`src/rtl/stopwatch_pkg.sv`:
```
// stopwatch_pkg: shared state type, digit width and BCD radix helpers
package stopwatch_pkg;
    typedef enum logic [1:0] {IDLE, RUN, PAUSE, DONE} state_t;
    localparam int DIGIT_W = 4;
    function automatic logic [3:0] radix_max(input logic mask_bit);
        return mask_bit ? 4'd5 : 4'd9;
    endfunction
    function automatic logic [3:0] clamp_digit(input logic [3:0] d, input logic mask_bit);
        return (d > radix_max(mask_bit)) ? radix_max(mask_bit) : d;
    endfunction
endpackage

```
`src/rtl/bcd_digit_cell.sv`:
```
// bcd_digit_cell: one up/down BCD digit with radix 10 or 6, clamped load
module bcd_digit_cell
    import stopwatch_pkg::*;
#(
    parameter bit IS_RADIX6 = 1'b0
) (
    input  logic                clk,
    input  logic                rstn,
    input  logic                step,
    input  logic                dir,
    input  logic                ld,
    input  logic [DIGIT_W-1:0]  ld_val,
    output logic [DIGIT_W-1:0]  q,
    output logic                carry_out,
    output logic                is_zero
);
    localparam logic [DIGIT_W-1:0] MAX = radix_max(IS_RADIX6);
    assign is_zero   = q == '0;
    assign carry_out = dir ? is_zero : q == MAX;
    always_ff @(posedge clk or negedge rstn) begin
        if (!rstn)
            q <= '0;
        else if (ld)
            q <= clamp_digit(ld_val, IS_RADIX6);
        else if (step)
            q <= dir ? (is_zero ? MAX : q - 4'd1) : (carry_out ? '0 : q + 4'd1);
    end
endmodule

```
`src/rtl/stopwatch_lap_core.sv`:
```
// stopwatch_lap_core: BCD stopwatch/timer with lap freeze, preload and expiry
module stopwatch_lap_core
    import stopwatch_pkg::*;
#(
    parameter int                 NUM_DIG     = 6,
    parameter logic [NUM_DIG-1:0] RADIX6_MASK = 6'b101000
) (
    input  logic                         clk,
    input  logic                         rstn,
    input  logic                         tick,
    input  logic                         start_stop,
    input  logic                         lap,
    input  logic                         clr,
    input  logic                         load,
    input  logic                         dir,
    input  logic [DIGIT_W*NUM_DIG-1:0]   load_val,
    output logic [DIGIT_W*NUM_DIG-1:0]   cnt,
    output logic [DIGIT_W*NUM_DIG-1:0]   disp,
    output logic                         running,
    output logic                         lap_hold,
    output logic                         expired
);
    localparam int W = DIGIT_W * NUM_DIG;
    state_t             state, nxt;
    logic [W-1:0]       snap;
    logic [NUM_DIG:0]   step;
    logic [NUM_DIG-1:0] carry, zero;
    logic               all_zero, ld, expire;
    assign all_zero = &zero;
    assign ld       = clr | (load & (state != RUN));
    // a down tick that lands on (or starts from) zero expires instead of wrapping
    assign expire   = !clr && state == RUN && tick && dir && (all_zero || cnt == W'(1));
    assign step[0]  = !clr && state == RUN && tick && !(dir && all_zero);
    assign disp     = lap_hold ? snap : cnt;
    genvar i;
    generate
        for (i = 0; i < NUM_DIG; i++) begin : g_dig
            assign step[i+1] = step[i] & carry[i];
            bcd_digit_cell #(.IS_RADIX6(RADIX6_MASK[i])) u_cell (
                .clk       (clk),
                .rstn      (rstn),
                .step      (step[i]),
                .dir       (dir),
                .ld        (ld),
                .ld_val    (clr ? 4'd0 : load_val[DIGIT_W*i +: DIGIT_W]),
                .q         (cnt[DIGIT_W*i +: DIGIT_W]),
                .carry_out (carry[i]),
                .is_zero   (zero[i])
            );
        end
    endgenerate
    always_comb begin
        nxt = clr ? IDLE :
              expire ? DONE :
              (load && state != RUN) ? (state == DONE ? IDLE : state) :
              start_stop ? (state == RUN ? PAUSE : state == DONE ? IDLE : RUN) :
              state;
    end
    always_ff @(posedge clk or negedge rstn) begin
        if (!rstn) begin
            state    <= IDLE;
            running  <= 1'b0;
            expired  <= 1'b0;
            lap_hold <= 1'b0;
            snap     <= '0;
        end else begin
            state   <= nxt;
            running <= nxt == RUN;
            expired <= nxt == DONE;
            if (clr) begin
                lap_hold <= 1'b0;
                snap     <= '0;
            end else if (lap && lap_hold) begin
                lap_hold <= 1'b0;
            end else if (lap && state == RUN) begin
                lap_hold <= 1'b1;
                snap     <= cnt;
            end
        end
    end
endmodule
```
`config.mk`:
```
export PLATFORM = sky130hd
export DESIGN_NAME = stopwatch_lap_core
export DESIGN_NICKNAME = d
export VERILOG_FILES = /design/src/rtl/stopwatch_pkg.sv /design/src/rtl/bcd_digit_cell.sv /design/src/rtl/stopwatch_lap_core.sv
export SDC_FILE = /design/constraint.sdc
export NUM_CORES = 1
export LEC_CHECK = 0
export ABC_AREA = 1
export CAP_MARGIN = 20
export CORE_AREA = 2 2 87 89
export DETAILED_ROUTE_END_ITERATION = 7
export DIE_AREA = 0 0 89 91
export PLACE_DENSITY = 0.85
export SYNTH_ARGS = -nofsm -noshare
export SYNTH_HDL_FRONTEND = slang
export SYNTH_SLANG_ARGS = --single-unit
```
`constraint.sdc`:
```
create_clock -name clk -period 3.3 [get_ports clk]
set_input_delay 0.66 -clock clk [delete_from_list [all_inputs] [get_ports clk]]
set_output_delay 0.66 -clock clk [all_outputs]
set_load 0.05 [all_outputs]
```
==> impl_metrics.env <==
export IMPL_outcome="finished, final reports clean"
export IMPL_clock_sinks=53
export IMPL_grt_antenna_before_repair=0
export IMPL_syn_nets=578
export IMPL_dpl_instance_area_mm2=0.004721
export IMPL_ctsHoldBuffers=0
export IMPL_yosysMostFrequentCell="nand2_1"
export IMPL_combPwrFrac_pct=46.2
export IMPL_dp_cells=692
export IMPL_grt_max_degree=54
export IMPL_yosysSeqAreaShare_pct=34.13
export IMPL_ys_types=40
export IMPL_power_internal_w=0.001285
export IMPL_critPathRequiredTime_ns=2.64
export IMPL_ys_top_cells_by_count="nand2_1 (93), inv_1 (67), o21ai_0 (66)"
export IMPL_numPortBuffers=82
export IMPL_slowest_delay_ns=0.83
export IMPL_leakage_nw=2.217
export IMPL_seqCellArea_mm2=0.001326
export IMPL_synth_ff_latch_count=53
export IMPL_slowest_stage="clkdlybuf4s50_1"
export IMPL_die_x_um=89
export IMPL_numCtsBuffers=5
export IMPL_synth_largest_area_cell="dfrtp_1"
export IMPL_setup_worst_path_end_class="output port"
export IMPL_hold_class="input port to asynchronous set/reset pin"
export IMPL_viasPerCell=5.670
export IMPL_ios=83
export IMPL_initial_core_util_pct=54.45
export IMPL_drive_gt1_share_pct=11.31
export IMPL_finalSetupViolations=0
export IMPL_tns_ns=0
export IMPL_fin_crit_ns=2.762
export IMPL_grt_setup_unrepaired="false"
export IMPL_crit_chain="inv_1 > nand2_1 > o21ai_0 > clkdlybuf4s50_1"
export IMPL_dp_hpwl_mm=7.935
export IMPL_synthTopCellsByArea="dfrtp_1 (34%), nand2_1 (9.0%), o21ai_0 (8.5%)"
export IMPL_synth_edff_count=0
export IMPL_rows=31
export IMPL_path_buf_inv=2
export IMPL_nets=654
export IMPL_critPathMaxFanout=11
export IMPL_hold_viol=0
export IMPL_antenna_left=0
export IMPL_critPathTopFamily="buffers and inverters"
export IMPL_groute_usage_overall_pct=27.29
export IMPL_drv_slew=0
export IMPL_skew_ns=0.008389
export IMPL_drc=0
export IMPL_coreArea_mm2=0.007137
export IMPL_die_area_mm2=0.008099
export IMPL_cts_max_level=2
export IMPL_clkPwrFrac_pct=19.5
export IMPL_areaGrowthSynthToFinish_pct=24.34
export IMPL_cts_tree="yes"
export IMPL_total_power_w=0.002318
export IMPL_wl_per_cell_um=15.22
export IMPL_wirelength_mm=10.66
export IMPL_grt_pass1_vias=3669
export IMPL_antennaDiodeCount=0
export IMPL_ir_drop_v=0.0003236
export IMPL_globalplace_congestion=0.9403
export IMPL_drt_first_iter_violations=338
export IMPL_n_fill_cell=618
export IMPL_dr_pass1_iters=5
export IMPL_synthFlopType="dfrtp_1"
export IMPL_p_switching_w=0.001032
export IMPL_syn_inst=524
export IMPL_yosysWarnings=0
export IMPL_crit_arrival_ns=2.10
export IMPL_seqPwrFrac_pct=34.3
export IMPL_final_cells=700
export IMPL_cts_max_path_buffers=2
export IMPL_cts_resized=0
export IMPL_holdWs_ns=0.4718
export IMPL_die_h_um=91
export IMPL_multiInputGateArea_mm2=0.002145
export IMPL_cts_setup_buffers=0
export IMPL_max_freq_mhz=362.1
export IMPL_async_reset_ff_share_pct=100.0
export IMPL_syn_avg_cell_area_um2=7.416
export IMPL_synth_top_cell_area_share_pct=34.13
export IMPL_vias=3969
export IMPL_maxCapViolCount=0
export IMPL_final_cell_area_mm2=0.004832
export IMPL_critical_path_class="flip-flop to output port"
export IMPL_syn_cell_area_mm2=0.003886
export IMPL_tightest_slew_ns=0.6887
export IMPL_clkTransAtPathRegs_ns=0.09
export IMPL_grt_first_pass_wirelength_mm=17.62
export IMPL_clockRootBuffer="clkbuf_8"
export IMPL_clock_latency_ns=0.31
export IMPL_startpoint_type="flip-flop"
export IMPL_slew_headroom_pct=54.09
export IMPL_overflow=0
export IMPL_sw_frac_of_total_pct=44.54
export IMPL_period_share_pct=83.69
export IMPL_p_per_area_mw_per_mm2=479.6
## worst register-to-register path, cell delays in order (launching register included)
cell and delay (ns):
dfrtp_1 0.50, inv_1 0.15, ha_1 0.24, nand3_1 0.17
nor2_1 0.09, nand3_1 0.13, nand4_2 0.16, o21bai_2 0.24
buf_4 0.22, nand4_1 0.11, nand2_1 0.08
## kinds of logic (layout without fill, tap and decap cells)
family / Yosys count / count (layout) / share of synthesized area [%]
and+or+nand+nor: 188 / 188 / 22.67
AOI/OAI and AO/OA: 144 / 144 / 21.15
buffers and inverters: 98 / 175 / 10.69
DFF: 53 / 53 / 34.13
adders and majority gates: 22 / 22 / 7.083
xor gates and xnor gates: 19 / 19 / 4.282
## cell usage in the layout (no fill, tap or decap), types with 2 or more instances in the layout
master            n
nand2_1          93
inv_1            67
o21ai_0          66
clkdlybuf4s50_1  62
dfrtp_1          53
nand3_1          38
buf_4            29
a21oi_1          28
nor2_1           27
o22ai_1          24
ha_1             22
xor2_1           13
nand4_1           8
a31oi_1           7
inv_2             6
nand3_2           6
xnor2_1           6
clkbuf_8          5
nor3_1            4
o211ai_1          4
nor2_4            3
nor2_2            3
o21ai_1           3
or2_2             2
o21ai_2           2
nand2_2           2
o32ai_1           2
a32oi_1           2
## power groups by stage
stage                     clock network (W)  logic (W)  registers [W]
final                              0.000452    0.00107       0.000795
after floorplan                           0   0.000614       0.000923
after global placement                    0    0.00104       0.000804
after detailed placement                  0    0.00106       0.000805
after global routing               0.000475    0.00116       0.000805
after CTS                          0.000454    0.00106       0.000792
## metal layers
| layer | track usage, % | wire (um) | vias up |
|---|---|---|---|
| met5 | 0 | 0 | - |
| met2 | 43.53 | 5071 | 194 |
| met4 | 7.090 | 167 | 0 |
| met3 | 2.909 | 817 | 13 |
| li1 | - | - | 1906 |
| met1 | 39.39 | 4598 | 1856 |
## path summary, 6_finish.rpt
| check | startpoint | endpoint | slack, ns | depth (start not counted) |
|---|---|---|---|---|
| setup / recovery | lap_hold | disp[23] | 0.54 | 4 |
| hold / removal | rstn | snap[10] | 0.47 | 2 |
| setup reg to reg | g_dig[4].u_cell.q[0] | g_dig[5].u_cell.q[3] | 1.17 | 10 |
| hold reg to reg | snap[3] | snap[3] | 0.53 | 2 |
| max in group asynchronous | rstn | snap[21] | 2.38 | 2 |
| min in group clk | snap[3] | snap[3] | 0.53 | 2 |
## flip-flops by register name, summed over array words and instances (netlist names)
name            cells
running             1
g_dig.u_cell.q     24
snap               24
state               2
lap_hold            1
expired             1
## layout make-up
| cell class | count | area share, % |
|---|---|---|
| Multi-Input combinational cell | 373 | 44.38 |
| Timing Repair Buffer | 92 | 17.45 |
| Sequential cell | 53 | 27.45 |
| Clock inverter | 2 | 0.8027 |
| Clock buffer | 6 | 1.502 |
| Inverter | 75 | 5.852 |
| Tap cell | 99 | 2.563 |
## stage by stage
step	util, %	worst slack, ns
final	67.71	0.5382
after global routing	67.71	0.4216
after CTS	67.71	0.5281
after detailed placement	66.15	0.5559
after global placement	66.15	0.6760
after floorplan	-	0.3578
Power figures use the tool's default switching activity.
